$ cat src/rtl/sbn_loader.sv
// Byte-stream loader for an sbn machine: parses command frames and writes
// 32-bit words into the instruction or data memory, then releases the machine.
module sbn_loader #(
  parameter int fwidth = 8,
  parameter int dwidth = 32
) (
  input  logic              clk,
  input  logic              rst,
  input  logic              in_valid,
  input  logic [7:0]        in_data,
  output logic              in_ready,
  output logic              mem_we,
  output logic              mem_sel,
  output logic [fwidth-1:0] mem_addr,
  output logic [dwidth-1:0] mem_wdata,
  output logic              run,
  output logic              err
);

  typedef enum logic [2:0] {IDLE, ADDR, COUNT, DATA, RUN, ERR} state_t;

  localparam logic [7:0] CMD_IMEM = 8'h01;
  localparam logic [7:0] CMD_DMEM = 8'h02;
  localparam logic [7:0] CMD_RUN  = 8'h03;

  state_t              state, state_d;
  logic                sel_q, sel_d;
  logic [fwidth-1:0]   addr_q, addr_d;
  logic [7:0]          cnt_q, cnt_d;
  logic [1:0]          bcnt_q, bcnt_d;
  logic [dwidth-1:0]   asm_q, asm_d;
  logic                we_d, wsel_d;
  logic [fwidth-1:0]   waddr_d;
  logic [dwidth-1:0]   wdata_d;
  logic                accept;

  assign in_ready = (state != RUN) && (state != ERR);
  assign accept   = in_valid && in_ready;
  assign run      = (state == RUN);
  assign err      = (state == ERR);

  always_comb begin
    // NOTE: every signal gets a default before any branch so no latch is inferred.
    state_d = state;
    sel_d   = sel_q;
    addr_d  = addr_q;
    cnt_d   = cnt_q;
    bcnt_d  = bcnt_q;
    asm_d   = asm_q;
    we_d    = 1'b0;
    wsel_d  = mem_sel;
    waddr_d = mem_addr;
    wdata_d = mem_wdata;
    if (accept) begin
      unique case (state)
        IDLE: begin
          unique case (in_data)
            CMD_IMEM: begin sel_d = 1'b0; state_d = ADDR; end
            CMD_DMEM: begin sel_d = 1'b1; state_d = ADDR; end
            CMD_RUN:  state_d = RUN;
            default:  state_d = ERR;
          endcase
        end
        ADDR: begin
          addr_d  = in_data[fwidth-1:0];
          state_d = COUNT;
        end
        COUNT: begin
          // A count byte of zero means 256 words; decrementing 0 wraps to 255.
          cnt_d   = in_data;
          bcnt_d  = 2'd0;
          state_d = DATA;
        end
        DATA: begin
          asm_d  = {asm_q[dwidth-9:0], in_data};
          bcnt_d = bcnt_q + 2'd1;
          if (bcnt_q == 2'd3) begin
            we_d    = 1'b1;
            wdata_d = asm_d;
            waddr_d = addr_q;
            wsel_d  = sel_q;
            addr_d  = addr_q + fwidth'(1);
            cnt_d   = cnt_q - 8'd1;
            if (cnt_q == 8'd1) state_d = IDLE;
          end
        end
        default: ;
      endcase
    end
  end

  always_ff @(posedge clk or posedge rst) begin
    if (rst) begin
      state     <= IDLE;
      sel_q     <= 1'b0;
      addr_q    <= '0;
      cnt_q     <= '0;
      bcnt_q    <= '0;
      asm_q     <= '0;
      mem_we    <= 1'b0;
      mem_sel   <= 1'b0;
      mem_addr  <= '0;
      mem_wdata <= '0;
    end else begin
      // NOTE: non-blocking assignments so every register samples pre-edge values.
      state     <= state_d;
      sel_q     <= sel_d;
      addr_q    <= addr_d;
      cnt_q     <= cnt_d;
      bcnt_q    <= bcnt_d;
      asm_q     <= asm_d;
      mem_we    <= we_d;
      mem_sel   <= wsel_d;
      mem_addr  <= waddr_d;
      mem_wdata <= wdata_d;
    end
  end

endmodule

$ cat config.mk
export PLATFORM = sky130hd
export DESIGN_NAME = sbn_loader
export DESIGN_NICKNAME = d
export VERILOG_FILES = /design/src/rtl/sbn_loader.sv
export SDC_FILE = /design/constraint.sdc
export NUM_CORES = 1
export LEC_CHECK = 0
export BUFFER_PORTS_ARGS = -buffer_cell sky130_fd_sc_hd__buf_2
export CORE_ASPECT_RATIO = 0.75
export CORE_MARGIN = 1.5
export CORE_UTILIZATION = 45
export CTS_BUF_LIST = sky130_fd_sc_hd__clkbuf_2 sky130_fd_sc_hd__clkbuf_4 sky130_fd_sc_hd__clkbuf_8
export CTS_CLUSTER_DIAMETER = 120
export DETAILED_ROUTE_END_ITERATION = 8
export PLACE_DENSITY_LB_ADDON = 0.12
export SYNTH_ARGS = -nofsm -noshare
export SYNTH_HDL_FRONTEND = slang
export SYNTH_SLANG_ARGS = --single-unit
export TNS_END_PERCENT = 100
$ cat constraint.sdc
create_clock -name clk -period 7.7 [get_ports clk]
set_clock_uncertainty 0.15 [all_clocks]
set_input_delay 1.54 -clock clk [delete_from_list [all_inputs] [get_ports clk]]
set_output_delay 1.54 -clock clk [all_outputs]
set_load 0.02 [all_outputs]
==> flow_metrics.tcl, run 1 <==
set metrics [dict create \
    status "complete, no violations" \
    crit_path_top_delay_cell "a21oi_4" \
    end_kind "flop" \
    fillCellCount 782 \
    rsz0062_at_grt "false" \
    place.gp.congestion 0.884 \
    drc 0 \
    overflow 0 \
    synth-async-reset-ratio_pct 100 \
    antenna_found_initial 0 \
    pwr-share-comb_pct 21.0 \
    swShare_pct 31.4 \
    synth_top_area_share_pct 55.6 \
    p_leak_nw 2.27 \
    cp.arrival_ns 3.20 \
    report.final.slew_viol_count 0 \
    postCtsHoldBufs 0 \
    syn_nets 314 \
    synth_warnings 0 \
    slew_headroom_pct 29.3 \
    tns_ns 0 \
    ant_nets 0 \
    fp.dieH_um 84.3 \
    drt_first_pass_iters 4 \
    p_sw_mw 0.389 \
    mostFrequentLayoutCell "dfrtp_1" \
    seq_power_share_pct 55.2 \
    portBuffers 55 \
    finalNonFillerCells 463 \
    cpPeakStageDelay_ns 0.44 \
    yosys.area.top_type "dfrtp_1" \
    worst-path-buf-inv 2 \
    syn_area_mm2 0.00396 \
    drt-total-wl_um 7730 \
    std_cell_rows 29 \
    num_vias 2474 \
    layout_min_cycle_time_ns 3.11 \
    seq_area_frac_synth_pct 55.6 \
    clk_latency_ns 0.35 \
    p_int_mw 0.847 \
    hpwl_um 5210 \
    synth-seq-cells 88 \
    drive_gt1_share_pct 40.6 \
    layout_worst_path_cycle_share_pct 40.4 \
    start_util_pct 46.7 \
    tightest_slew_ns 1.06 \
    grt_util_all_layers_pct 17.6 \
    clkPwrFrac_pct 23.9 \
    die_w_um 111 \
    max_clock_freq_mhz 322 \
    grt_max_degree 72 \
    setup-violations-final 0 \
    dieArea_mm2 0.00938 \
    finalHoldViolCount 0 \
    crit_family "buffers and inverters" \
    via_per_inst 5.34 \
    antenna_cells 0 \
    avgSynthCellArea_um2 13.2 \
    avgRoutedWirePerCell_um 16.7 \
    path_cells "buf_2 > nand3b_4 > a21oi_4 > nand2_8 > inv_6 > mux2_2" \
    timing.critical_path.from_type "primary input" \
    hold_path_class "reg -> reg" \
    clockBufferDepth 2 \
    post_cts_buffers 0 \
    initialDrtViolationCount 108 \
    synth_cells 299 \
    worstPathMaxFanout 28 \
    ir_drop_mv 0.157 \
    dp_cells 449 \
    cts_buffers 9 \
    num_io_pins 56 \
    power.density_mw_per_mm2 278 \
    clkTransAtPathRegs_ns 0.08 \
    grt_pass1_vias 2395 \
    worstSetupPathType "in -> reg" \
    ys_types 46 \
    yosys_most_used_dff "dfrtp_1" \
    synth_top_cells_by_area "dfrtp_1 56%, mux2_4 11%, mux2_2 10%" \
    cp.required_ns 7.79 \
    core-area_mm2 0.00849 \
    area_growth_pct 12.2 \
    cts_tree "yes" \
    htree_levels 3 \
    fin_nets 367 \
    grt_first_pass_wirelength_um 12700 \
    maxCapViolCount 0 \
    final_cell_mix "88 x dfrtp_1, 55 x buf_2, 36 x mux2_2, 29 x mux2_4, 21 x nand2_1" \
    cts-root-buf "clkbuf_8" \
    cts_resized 0 \
    clock-sinks 88 \
    synth_edf_count 0 \
]
## metrics by stage
stage	cell area (um2)	setup WS, ns	utilization [%]	total power [mW]	hold WS, ns
6_report	4450	4.59	52.4	1.24	0.357
5_1_grt	4450	4.49	52.4	1.32	0.378
4_1_cts	4450	4.59	52.4	1.25	0.360
3_5_place_dp	4270	4.22	50.2	0.949	0.339
3_3_place_gp	4270	4.26	50.2	0.943	0.334
2_1_floorplan	3960	3.73	-	0.863	0.303
## cell usage after synthesis, types with 3 or more instances
cell type,number
dfrtp_1,88
nor2_1,7
a22o_1,3
o21ai_0,20
nand4_1,3
inv_1,8
a21oi_1,16
nand3_1,7
ha_1,4
buf_2,6
mux2_4,29
nand2_1,21
o32ai_1,3
buf_4,4
mux2_2,36
## worst register-to-register path, delay by kind of cell, from the launching register on
family	cells	cell delay, ns
and+or+nand+nor	2	1.24
muxes	1	0.38
DFF	1	0.58
buffers and inverters	1	0.37
## final cells by class
cell class | instances | area [um2] | share of cell area, %
multi-input combinational | 188 | 1610 | 36.1
sequential | 88 | 2200 | 49.5
clock buffer | 14 | 180 | 4.05
timing repair buffer | 56 | 283 | 6.36
inverter | 9 | 40.0 | 0.901
tap | 108 | 135 | 3.04
## logic make-up after synthesis
kind of cell	Yosys count	synth area share, %
flops	88	55.6
fa+ha+maj	4	1.26
xor+xnor	1	0.221
mux	67	21.7
compound gates	56	8.81
buf+inv	23	3.89
simple gates	60	8.50
## final timing paths
| check | startpoint | end | slack, ns | cells past startpoint |
|---|---|---|---|---|
| max reg2reg | state[1]$_DFFE_PP0P_ | mem_wdata[23]$_DFFE_PP0P_ | 4.86 | 4 |
| max | in_valid | mem_wdata[23]$_DFFE_PP0P_ | 4.59 | 6 |
| min in group asynchronous | rst | asm_q[13]$_DFFE_PP0P_ | 0.97 | 2 |
| max in group asynchronous | rst | mem_wdata[24]$_DFFE_PP0P_ | 5.27 | 3 |
| min | mem_wdata[19]$_DFFE_PP0P_ | mem_wdata[19]$_DFFE_PP0P_ | 0.36 | 1 |
| min reg2reg | mem_wdata[19]$_DFFE_PP0P_ | mem_wdata[19]$_DFFE_PP0P_ | 0.36 | 1 |
## per-layer routing
metal | wire [um] | track usage (%)
met5 | 0 | 0
met4 | 127 | 7.02
met3 | 403 | 4.98
met2 | 3280 | 23.9
met1 | 3920 | 26.5
## state kept, by name, summed over array words and instances (netlist names)
| signal | flops |
|---|---|
| mem_we | 1 |
| bcnt_q | 2 |
| mem_addr | 8 |
| asm_q | 24 |
| mem_wdata | 32 |
| sel_q | 1 |
| mem_sel | 1 |
| cnt_q | 8 |
| addr_q | 8 |
| state | 3 |
## power by group through the flow
| stage | Combinational, mW | Clock, mW | Sequential, mW |
|---|---|---|---|
| CTS | 0.261 | 0.305 | 0.681 |
| global placement | 0.255 | 0 | 0.688 |
| detailed placement | 0.261 | 0 | 0.688 |
| global route | 0.292 | 0.323 | 0.701 |
| finish | 0.259 | 0.295 | 0.682 |
| floorplan | 0.202 | 0 | 0.660 |
Note: power is estimated with default switching activity, not from simulation.
==> run 2, diff against run 1 <==
- ABC_AREA: default -> 1
- clock period: 7.7 -> 2.96 ns (I/O delays scaled with it)
==> flow_metrics.tcl, run 2 <==
set metrics [dict create \
    status "complete, no violations" \
    layout_min_cycle_time_ns 2.13 \
    rsz0062_at_grt "false" \
    clkTransAtPathRegs_ns 0.08 \
    tns_ns 0 \
    dieArea_mm2 0.00942 \
    fin_nets 546 \
    final_cell_mix "148 x nand2_1, 88 x dfrtp_1, 60 x o21ai_0, 59 x inv_1, 55 x buf_2" \
    synth_edf_count 0 \
    hold_path_class "in -> async" \
    antenna_cells 0 \
    die_w_um 112 \
    ir_drop_mv 0.376 \
    via_per_inst 4.73 \
    initialDrtViolationCount 167 \
    portBuffers 55 \
    cts_resized 0 \
    drc 0 \
    grt_first_pass_wirelength_um 14000 \
    cp.arrival_ns 1.38 \
    postCtsHoldBufs 0 \
    p_sw_mw 0.491 \
    grt_util_all_layers_pct 19.1 \
    synth_most_common_cell "nand2_1" \
    grt_max_degree 53 \
    maxCapViolCount 0 \
    htree_levels 3 \
    cp.required_ns 2.22 \
    syn_area_mm2 0.00398 \
    timing.critical_path.from_type "flop" \
    regMostFlops "mem_wdata" \
    post_cts_buffers 0 \
    pwr-share-comb_pct 3.8 \
    worstPathMaxFanout 5 \
    synth-async-reset-ratio_pct 100 \
    seq_power_share_pct 56.9 \
    drive_gt1_share_pct 16.4 \
    antenna_found_initial 0 \
    drt-total-wl_um 8280 \
    yosys.area.top_type "dfrtp_1" \
    power.density_mw_per_mm2 474 \
    layout_worst_path_cycle_share_pct 71.8 \
    synth_warnings 0 \
    tightest_slew_ns 0.769 \
    cts_tree "yes" \
    dp_cells 628 \
    finalHoldViolCount 0 \
    synth_top_area_share_pct 55.4 \
    num_io_pins 56 \
    p_leak_nw 2.43 \
    ant_nets 0 \
    clockBufferDepth 2 \
    slew_headroom_pct 48.5 \
    setup-violations-final 0 \
    avgSynthCellArea_um2 8.34 \
    synth_commonest_cells "148 x nand2_1, 88 x dfrtp_1, 60 x inv_1, 60 x o21ai_0, 39 x nor2_1" \
    seq_area_frac_synth_pct 55.4 \
    clk_latency_ns 0.36 \
    clkPwrFrac_pct 39.3 \
    start_util_pct 46.6 \
    p_int_mw 1.66 \
    avgRoutedWirePerCell_um 12.9 \
    fp.dieH_um 84.4 \
    overflow 0 \
    synth_cells 477 \
    yosys_most_used_dff "dfrtp_1" \
    cts_buffers 9 \
    max_clock_freq_mhz 470 \
    swShare_pct 22.8 \
    cts-root-buf "clkbuf_8" \
    reg_top3 "mem_wdata: 32 flops, asm_q: 24 flops" \
    ys_types 28 \
    area_growth_pct 14.3 \
    timing.hold.ws_ns 0.154 \
    report.final.slew_viol_count 0 \
    std_cell_rows 29 \
    place.gp.congestion 0.855 \
    end_kind "output port" \
    core-area_mm2 0.00853 \
    mostFrequentLayoutCell "nand2_1" \
    grt_pass1_vias 2889 \
    finalNonFillerCells 644 \
    clock-sinks 88 \
    hpwl_um 5760 \
    syn_nets 492 \
    worstSetupPathType "reg -> out" \
    drt_first_pass_iters 4 \
    num_vias 3048 \
    largest_register_ffs 32 \
    synth-seq-cells 88 \
    synth_top_cells_by_area "dfrtp_1 55%, nand2_1 14%, o21ai_0 7.5%" \
]
run 2: changes by cell type in the layout (fill, tap and decap cells not counted), sizes merged, moves of 3 or more:
cell | before | now
nor2 | 7 | 41
a21oi | 17 | 8
inv | 8 | 61
nand3b | 3 | 0
buf | 56 | 60
nand2 | 23 | 149
o21ai | 21 | 80
mux2 | 65 | 0
nand3 | 7 | 19
o32ai | 3 | 0
run 2: stage by stage:
stage          worst slack (ns)  power (mW)  instance area (um2)  util [%]
3_5_place_dp              0.900        1.34                 4350      51.0
2_1_floorplan              1.20        1.30                 3980         -
5_1_grt                   0.754        2.25                 4550      53.3
4_1_cts                   0.820        2.19                 4550      53.3
6_report                  0.833        2.16                 4550      53.3
3_3_place_gp              0.943        1.33                 4350      51.0
run 2: cell type report:
| class | count | area, um2 |
|---|---|---|
| clock buffers | 12 | 146 |
| clock inverters | 4 | 55.1 |
| fillers | 810 | 3980 |
| inverters | 62 | 239 |
| multi-input cells | 310 | 1420 |
| flip-flops and latches | 88 | 2200 |
| well taps | 108 | 135 |
| repair buffers | 60 | 350 |
run 2: layer usage:
metal	GRT usage, %	part of all wire, %	vias up
li1	-	-	1596
met1	27.1	50	1365
met2	27.6	41	72
met3	6.28	6.4	15
met4	6.67	2.0	0
met5	0	0	-
run 2: logic make-up after synthesis:
group / count (synthesis) / synth area share [%]
compound gates: 91 / 12.1
flops: 88 / 55.4
xor+xnor: 2 / 0.440
simple gates: 213 / 21.9
buf+inv: 79 / 8.93
fa+ha+maj: 4 / 1.26
run 2: power by group through the flow:
stage | sequential [mW] | combinational, mW | clock (mW)
3_3_place_gp | 1.25 | 0.0829 | 0
3_5_place_dp | 1.25 | 0.0839 | 0
2_1_floorplan | 1.25 | 0.0486 | 0
5_1_grt | 1.23 | 0.0962 | 0.921
4_1_cts | 1.23 | 0.0842 | 0.874
6_report | 1.23 | 0.0816 | 0.847
run 2: worst paths after layout:
| kind | depth (start not counted) | to | startpoint | slack [ns] |
|---|---|---|---|---|
| setup / recovery | 5 | in_ready | state[1]$_DFFE_PP0P_ | 0.83 |
| hold / removal | 2 | asm_q[17]$_DFFE_PP0P_ | rst | 0.15 |
| setup reg to reg | 7 | mem_wdata[28]$_DFFE_PP0P_ | state[2]$_DFFE_PP0P_ | 0.95 |
| hold reg to reg | 2 | asm_q[15]$_DFFE_PP0P_ | asm_q[7]$_DFFE_PP0P_ | 0.33 |
| max in group asynchronous | 4 | asm_q[10]$_DFFE_PP0P_ | rst | 1.71 |
| min in group clk | 3 | asm_q[6]$_DFFE_PP0P_ | in_data[6] | 0.30 |
run 2: worst max-delay path, stage by stage (launching register included):
cell     delay (ns)
dfrtp_1        0.46
inv_1          0.16
nand3_1        0.13
nand2_1        0.10
inv_1          0.03
buf_2          0.14
